### src/rtl/dmem_arbiter.sv
// Two-requester arbiter/sequencer for a shared big-endian byte-addressed data memory.
// Optional round-robin arbitration via `define DMEM_ARB_RR_EN (default: fixed priority r0 > r1).
module dmem_arbiter #(
  parameter int unsigned ADDR_W    = 32,
  parameter int unsigned DATA_W    = 32,
  parameter int unsigned MEM_BYTES = 128
) (
  input  logic              clk,
  input  logic              reset,
  input  logic              r0_req,
  input  logic              r0_we,
  input  logic [ADDR_W-1:0] r0_addr,
  input  logic [DATA_W-1:0] r0_wdata,
  output logic              r0_gnt,
  output logic              r0_rvalid,
  output logic [DATA_W-1:0] r0_rdata,
  output logic              r0_err,
  input  logic              r1_req,
  input  logic              r1_we,
  input  logic [ADDR_W-1:0] r1_addr,
  input  logic [DATA_W-1:0] r1_wdata,
  output logic              r1_gnt,
  output logic              r1_rvalid,
  output logic [DATA_W-1:0] r1_rdata,
  output logic              r1_err,
  output logic [ADDR_W-1:0] mem_addr,
  output logic [DATA_W-1:0] mem_wdata,
  output logic              mem_write,
  output logic              mem_read,
  input  logic [DATA_W-1:0] mem_rdata,
  output logic              busy
);

  localparam logic [ADDR_W-1:0] MAX_ADDR = ADDR_W'(MEM_BYTES - 4);

  typedef enum logic [1:0] {IDLE, ACCESS, RESP} state_t;

  state_t              state_q, state_d;
  logic                win_q, win_d;
  logic                we_q, we_d;
  logic                err_q, err_d;
  logic [ADDR_W-1:0]   mem_addr_q, mem_addr_d;
  logic [DATA_W-1:0]   mem_wdata_q, mem_wdata_d;
  logic                gnt0_q, gnt0_d, gnt1_q, gnt1_d;
  logic                rvalid0_q, rvalid0_d, rvalid1_q, rvalid1_d;
  logic                rerr0_q, rerr0_d, rerr1_q, rerr1_d;
  logic [DATA_W-1:0]   rdata0_q, rdata0_d, rdata1_q, rdata1_d;
  logic                sel1;
  logic                req_we;
  logic [ADDR_W-1:0]   req_addr;
  logic [DATA_W-1:0]   req_wdata;
  logic                req_err;
  logic [DATA_W-1:0]   resp_data;
`ifdef DMEM_ARB_RR_EN
  logic                ptr_q, ptr_d;
`endif

  // Winner select: sel1 = 1 means r1 is served this transaction.
  always_comb begin
`ifdef DMEM_ARB_RR_EN
    sel1 = r1_req & (~r0_req | ptr_q);
`else
    sel1 = ~r0_req;
`endif
    req_we    = sel1 ? r1_we    : r0_we;
    req_addr  = sel1 ? r1_addr  : r0_addr;
    req_wdata = sel1 ? r1_wdata : r0_wdata;
    req_err   = req_addr > MAX_ADDR;
    resp_data = (!we_q && !err_q) ? mem_rdata : '0;
  end

  always_comb begin
    state_d     = state_q;
    win_d       = win_q;
    we_d        = we_q;
    err_d       = err_q;
    mem_addr_d  = mem_addr_q;
    mem_wdata_d = mem_wdata_q;
    gnt0_d      = 1'b0;
    gnt1_d      = 1'b0;
    rvalid0_d   = 1'b0;
    rvalid1_d   = 1'b0;
    rerr0_d     = 1'b0;
    rerr1_d     = 1'b0;
    rdata0_d    = '0;
    rdata1_d    = '0;
`ifdef DMEM_ARB_RR_EN
    ptr_d       = ptr_q;
`endif
    case (state_q)
      IDLE: begin
        if (r0_req || r1_req) begin
          win_d  = sel1;
          we_d   = req_we;
          err_d  = req_err;
          gnt0_d = ~sel1;
          gnt1_d = sel1;
          // Out-of-range requests never reach the memory bus.
          if (!req_err) begin
            mem_addr_d  = req_addr;
            mem_wdata_d = req_wdata;
          end
`ifdef DMEM_ARB_RR_EN
          ptr_d = ~sel1;
`endif
          state_d = ACCESS;
        end
      end
      ACCESS: begin
        if (win_q) begin
          rvalid1_d = 1'b1;
          rerr1_d   = err_q;
          rdata1_d  = resp_data;
        end else begin
          rvalid0_d = 1'b1;
          rerr0_d   = err_q;
          rdata0_d  = resp_data;
        end
        state_d = RESP;
      end
      RESP:    state_d = IDLE;
      default: state_d = IDLE;
    endcase
  end

  always_ff @(posedge clk or posedge reset) begin
    if (reset) begin
      state_q     <= IDLE;
      win_q       <= 1'b0;
      we_q        <= 1'b0;
      err_q       <= 1'b0;
      mem_addr_q  <= '0;
      mem_wdata_q <= '0;
      gnt0_q      <= 1'b0;
      gnt1_q      <= 1'b0;
      rvalid0_q   <= 1'b0;
      rvalid1_q   <= 1'b0;
      rerr0_q     <= 1'b0;
      rerr1_q     <= 1'b0;
      rdata0_q    <= '0;
      rdata1_q    <= '0;
`ifdef DMEM_ARB_RR_EN
      ptr_q       <= 1'b0;
`endif
    end else begin
      state_q     <= state_d;
      win_q       <= win_d;
      we_q        <= we_d;
      err_q       <= err_d;
      mem_addr_q  <= mem_addr_d;
      mem_wdata_q <= mem_wdata_d;
      gnt0_q      <= gnt0_d;
      gnt1_q      <= gnt1_d;
      rvalid0_q   <= rvalid0_d;
      rvalid1_q   <= rvalid1_d;
      rerr0_q     <= rerr0_d;
      rerr1_q     <= rerr1_d;
      rdata0_q    <= rdata0_d;
      rdata1_q    <= rdata1_d;
`ifdef DMEM_ARB_RR_EN
      ptr_q       <= ptr_d;
`endif
    end
  end

  // Strobes decode from state so an async reset kills an in-flight write at once.
  assign mem_write = (state_q == ACCESS) && !err_q && we_q;
  assign mem_read  = (state_q == ACCESS) && !err_q && !we_q;
  assign mem_addr  = mem_addr_q;
  assign mem_wdata = mem_wdata_q;
  assign busy      = (state_q != IDLE);

  assign r0_gnt    = gnt0_q;
  assign r1_gnt    = gnt1_q;
  assign r0_rvalid = rvalid0_q;
  assign r1_rvalid = rvalid1_q;
  assign r0_err    = rerr0_q;
  assign r1_err    = rerr1_q;
  assign r0_rdata  = rdata0_q;
  assign r1_rdata  = rdata1_q;

endmodule

### config.mk
export PLATFORM = sky130hd
export DESIGN_NAME = dmem_arbiter
export DESIGN_NICKNAME = d
export VERILOG_FILES = /design/src/rtl/dmem_arbiter.sv
export SDC_FILE = /design/constraint.sdc
export NUM_CORES = 1
export LEC_CHECK = 0
export ABC_AREA = 1
export BUFFER_PORTS_ARGS = -buffer_cell sky130_fd_sc_hd__buf_2
export CAP_MARGIN = 10
export CELL_PAD_IN_SITES_DETAIL_PLACEMENT = 1
export CELL_PAD_IN_SITES_GLOBAL_PLACEMENT = 2
export CORE_MARGIN = 3
export CORE_UTILIZATION = 24
export DETAILED_ROUTE_END_ITERATION = 8
export PLACE_DENSITY = 0.77
export SYNTH_ARGS = -nofsm -noshare
export SYNTH_HDL_FRONTEND = slang
export SYNTH_SLANG_ARGS = --single-unit
### constraint.sdc
create_clock -name clk -period 6.25 [get_ports clk]
set_input_delay 1.25 -clock clk [delete_from_list [all_inputs] [get_ports clk]]
set_output_delay 1.25 -clock clk [all_outputs]
set_load 0.03 [all_outputs]
---- Word level (Yosys, flattened, before mapping) ----
Index checks and enable logic that the tools add are counted.
word-level totals
  register bits after elaboration ......... 139
  output and inout port bits .............. 137
cells by class
  multiplexer cells ....................... 22
  bitwise gates (word level) .............. 2
  $lt $le $gt $ge ......................... 1
  reductions and logical operators ........ 11
  equality and inequality tests ........... 2
operators by type and width
  cell                                                  number
  two-way mux 32 bit                                    7
  > comparator 32 x 7 -> 1 bit (second input constant)  1
  two-way mux 1 bit                                     13
  logical AND 1 bit                                     4
  case mux 2 bit (2 select lines)                       1
  AND reduction 3 bit                                   1
  equality test 2 x 1 -> 1 bit (second input constant)  1
  logical NOT 1 bit                                     2
  logical NOT 2 bit                                     1
  two-way mux 2 bit                                     1
  inequality test 2 bit (second input constant)         1
  inverter 1 bit                                        2
  AND reduction 2 bit                                   1
  nonzero test 2 bit                                    1
  logical OR 1 bit                                      1

---- Logic depth before layout (Yosys ltp) ----
  depth after elaboration ................. 5
  mapped depth ............................ 13

---- Worst setup path after synthesis ----
No wires, ideal clock.
  kind .................................... input to register
  from .................................... input port r0_req
  to ...................................... register mem_wdata_q[12] (netlist: mem_wdata[12])
  slack ................................... 3.657 ns
  required time ........................... 6.132 ns
  stages on the path ...................... 12
  arrival ................................. 2.475 ns
  buffers on the path ..................... 4
  path through ............................ buf_4 buf_6 o21ai_0 nand2_1 nor2_1 nand2_1 nor2_2 nand3_2 buf_6 buf_6 nand2_1 nand2_1
on the way
  longest elaborated chain between the ends .. 4
RTL lines
  what                                  RTL line  text
  from (decl)                           10        input logic r0_req,
  two-way mux 32 bit                    66        req_addr = sel1 ? r1_addr : r0_addr;
  > comparator 32 x 7 -> 1 bit          68        req_err = req_addr > MAX_ADDR;
  inverter 1 bit (no source line)       n/a
  AND reduction 3 bit (no source line)  n/a
  to (signal assigned)                  151       mem_wdata_q <= mem_wdata_d;
  to (decl)                             43        logic [DATA_W-1:0] mem_wdata_q, mem_wdata_d;
Several ways; a longest one is shown, not always the timed one.
A chain may end at the register's enable or synchronous reset.

---- Final worst setup path ----
  from .................................... input port r0_req
  to ...................................... register mem_addr_q[25] (netlist: mem_addr[25])
on the way
  longest elaborated chain between the ends .. 4
RTL lines
  what                                  RTL line  text
  two-way mux 32 bit                    66
  > comparator 32 x 7 -> 1 bit          68
  inverter 1 bit (no source line)       n/a
  AND reduction 3 bit (no source line)  n/a
  to (signal assigned)                  150       mem_addr_q <= mem_addr_d;
  to (decl)                             42        logic [ADDR_W-1:0] mem_addr_q, mem_addr_d;
Several ways; a longest one is shown, not always the timed one.

==> metrics.cfg <==
[outcome]
status=finished, final reports clean

[synthesis]
synth_edf_count=0
synthTopCellsByCount=nand2_1 (307), dfrtp_1 (139), nor2_1 (112)
ys_dominant_reg_cell=dfrtp_1
synth_area_um2=5856
synth_nets=885
syn-mean-instance-area_um2=8.144
ys_seq_area_share_pct=59.40
synth_most_common_cell=nand2_1
ys_ff_latch=139
synthCells=719
yosysWarnings=0
synth_top_area_share_pct=59.40
synth_area_leaders=dfrtp_1 (59%), nand2_1 (20%), nor2_1 (7.2%)
async_flop_share_pct=100.0
synth.distinct_cells=20
synth.largest_area_cell=dfrtp_1

[route]
drt_iter0_drc=192
final_antenna_net_count=0
routedWlPerCell_um=15.04
drc=0
routed_wl_um=20130
drt_pass1_iterations=4
via_per_inst=4.130
dr_total_vias=5530

[timing]
clock_skew_ns=0.01023
tightest_slew_ns=1.010
setup_tns_ns=0
setup-violations-final=0
slew-limit-headroom_pct=32.58
timing.final.ws_setup_ns=1.934
hold_viol=0
period_share_pct=69.06
post-route-min-period_ns=4.316
holdWs_ns=0.4625
rsz0062_at_grt=false
final_max_slew_viol_count=0
max_freq_mhz=231.7

[place]
dp_cells=1307
routabilityCongestion=0.7487
dp_slack_ns=1.360
dp_hpwl_um=14980
port_buffers=302

[critical_path]
worstPathArrival_ns=4.59
crit_chain=buf_2, inv_2, nand2_1, nand2_1, nand2_1, nor2_1, nand2_1, nor2_2, buf_4, nand3_2, inv_2, nor2_1
cp-end-kind=register
slowest_stage=nand3_2
critPathKind=in2reg
worst_setup_path_start_kind=input pin
required_ns=6.53
critPathMaxStageDelay_ns=0.77
rrSetupSlack_ns=3.15
crit_path_frequent_cell=nand2_1
cp_max_fo=60

[cts]
ctsResizeCount=0
root_buffer=clkbuf_16
cts_tree=done
clk_latency_ns=0.42
ctsHtreeMaxLevel=4
cts_made_buffers=17
cts.sinks=139
post_cts.repair.setup_buffers=0
hold_buffers=0
cts_buffer_depth=2
clk_pin_slew_worst_paths_ns=0.06

[finish]
area_growth_pct=40.98
stdcell_count=1339
final_util_pct=34.76
fillerInstances=2975
drive_gt1_share_pct=34.35
nets=1173

[floorplan]
start_util_pct=24.65
pin_count=303
die_h_um=162.2
core-area_um2=23750
dieArea_um2=26310
die_w_um=162.2
rows=56

[hold_path]
hold_path_class=reg2reg

[power_and_ir_drop]
ir_drop_uv=134.5
power.leakage_nw=4.919
power.density_nw_per_um2=282.3

[global_routing]
grt_pass1_wl_um=31750
overflow=0
grt_pass1_vias=5863
grt_antenna_before_repair=2
grt_use_total_pct=15.38
grt_max_degree=75

[job]
maxCapViolCount=0

-- metal layers --
metal / part of all wire (%) / up-vias / GRT usage, %
li1: - / 2738 / -
met1: 42 / 2545 / 18.67
met2: 47 / 219 / 25.33
met3: 9.6 / 24 / 6.121
met4: 1.5 / 4 / 4.459
met5: 0.13 / - / 0
-- worst max-delay path, delay by kind of cell --
family	cells	cell delay, ns
buf+inv	4	1.91
simple gates	8	1.41
-- state kept, by name, summed over array words and instances (netlist names) --
name,flops
err_q,1
r1_err,1
mem_addr,32
state_q,2
r0_err,1
r0_rdata,32
r0_rvalid,1
r1_rvalid,1
we_q,1
r1_gnt,1
win_q,1
r1_rdata,32
r0_gnt,1
mem_wdata,32
-- power by group --
part | internal (mW) | total [mW] | switching [mW] | leakage [nW]
Combinational | 0.0882 | 0.298 | 0.210 | 2.82
Clock | 0.678 | 1.09 | 0.417 | 0.302
Sequential | 0.926 | 0.937 | 0.0115 | 1.80
Total | 1.69 | 2.33 | 0.638 | 4.92
-- cell families after synthesis --
logic type / count (synthesis) / synth area share [%]
compound gates: 9 / 0.7907
buf+inv: 105 / 7.821
flops: 139 / 59.40
simple gates: 466 / 31.99
-- stage by stage --
step	total power, mW	instance area [um^2]
finish	2.330	8255
global route	2.452	8253
CTS	2.376	8253
detailed placement	1.264	7616
global placement	1.262	7616
floorplan	1.126	5856
-- layout by cell type, fill, tap and decap left out --
master,count
a31oi_1,1
and2_0,1
buf_2,302
buf_4,8
bufinv_16,4
clkbuf_16,17
clkinv_4,1
clkinvlp_4,3
dfrtp_1,139
diode_2,1
inv_1,61
inv_2,2
inv_6,4
inv_8,3
nand2_1,307
nand3_1,1
nand3_2,1
nand4_1,39
nor2_1,111
nor2_2,3
nor2_4,1
nor3_1,1
o21ai_0,8
or2_2,1
-- worst paths after layout --
| path | cells past startpoint | from | to |
|---|---|---|---|
| setup / recovery | 12 | r0_req | mem_addr[25]$_DFFE_PP0P_ |
| hold / removal | 1 | state_q[1]$_DFFE_PP0P_ | state_q[1]$_DFFE_PP0P_ |
| setup reg to reg | 11 | state_q[0]$_DFFE_PP0P_ | mem_addr[25]$_DFFE_PP0P_ |
| hold reg to reg | 1 | state_q[1]$_DFFE_PP0P_ | state_q[1]$_DFFE_PP0P_ |
| max in group asynchronous | 3 | reset | mem_wdata[15]$_DFFE_PP0P_ |
| min in group asynchronous | 2 | reset | mem_addr[11]$_DFFE_PP0P_ |
-- layout make-up --
| class | instances | area, um^2 | share of cell area (%) |
|---|---|---|---|
| Antenna cell | 1 | 2.502 | 0.03031 |
| Clock buffer | 17 | 425.4 | 5.153 |
| Clock inverter | 14 | 211.5 | 2.561 |
| Inverter | 64 | 245.2 | 2.971 |
| Multi-Input combinational cell | 475 | 1922 | 23.28 |
| Sequential cell | 139 | 3478 | 42.13 |
| Tap cell | 319 | 399.1 | 4.835 |
| Timing Repair Buffer | 310 | 1572 | 19.04 |
Note: power is estimated with default switching activity, not from simulation.
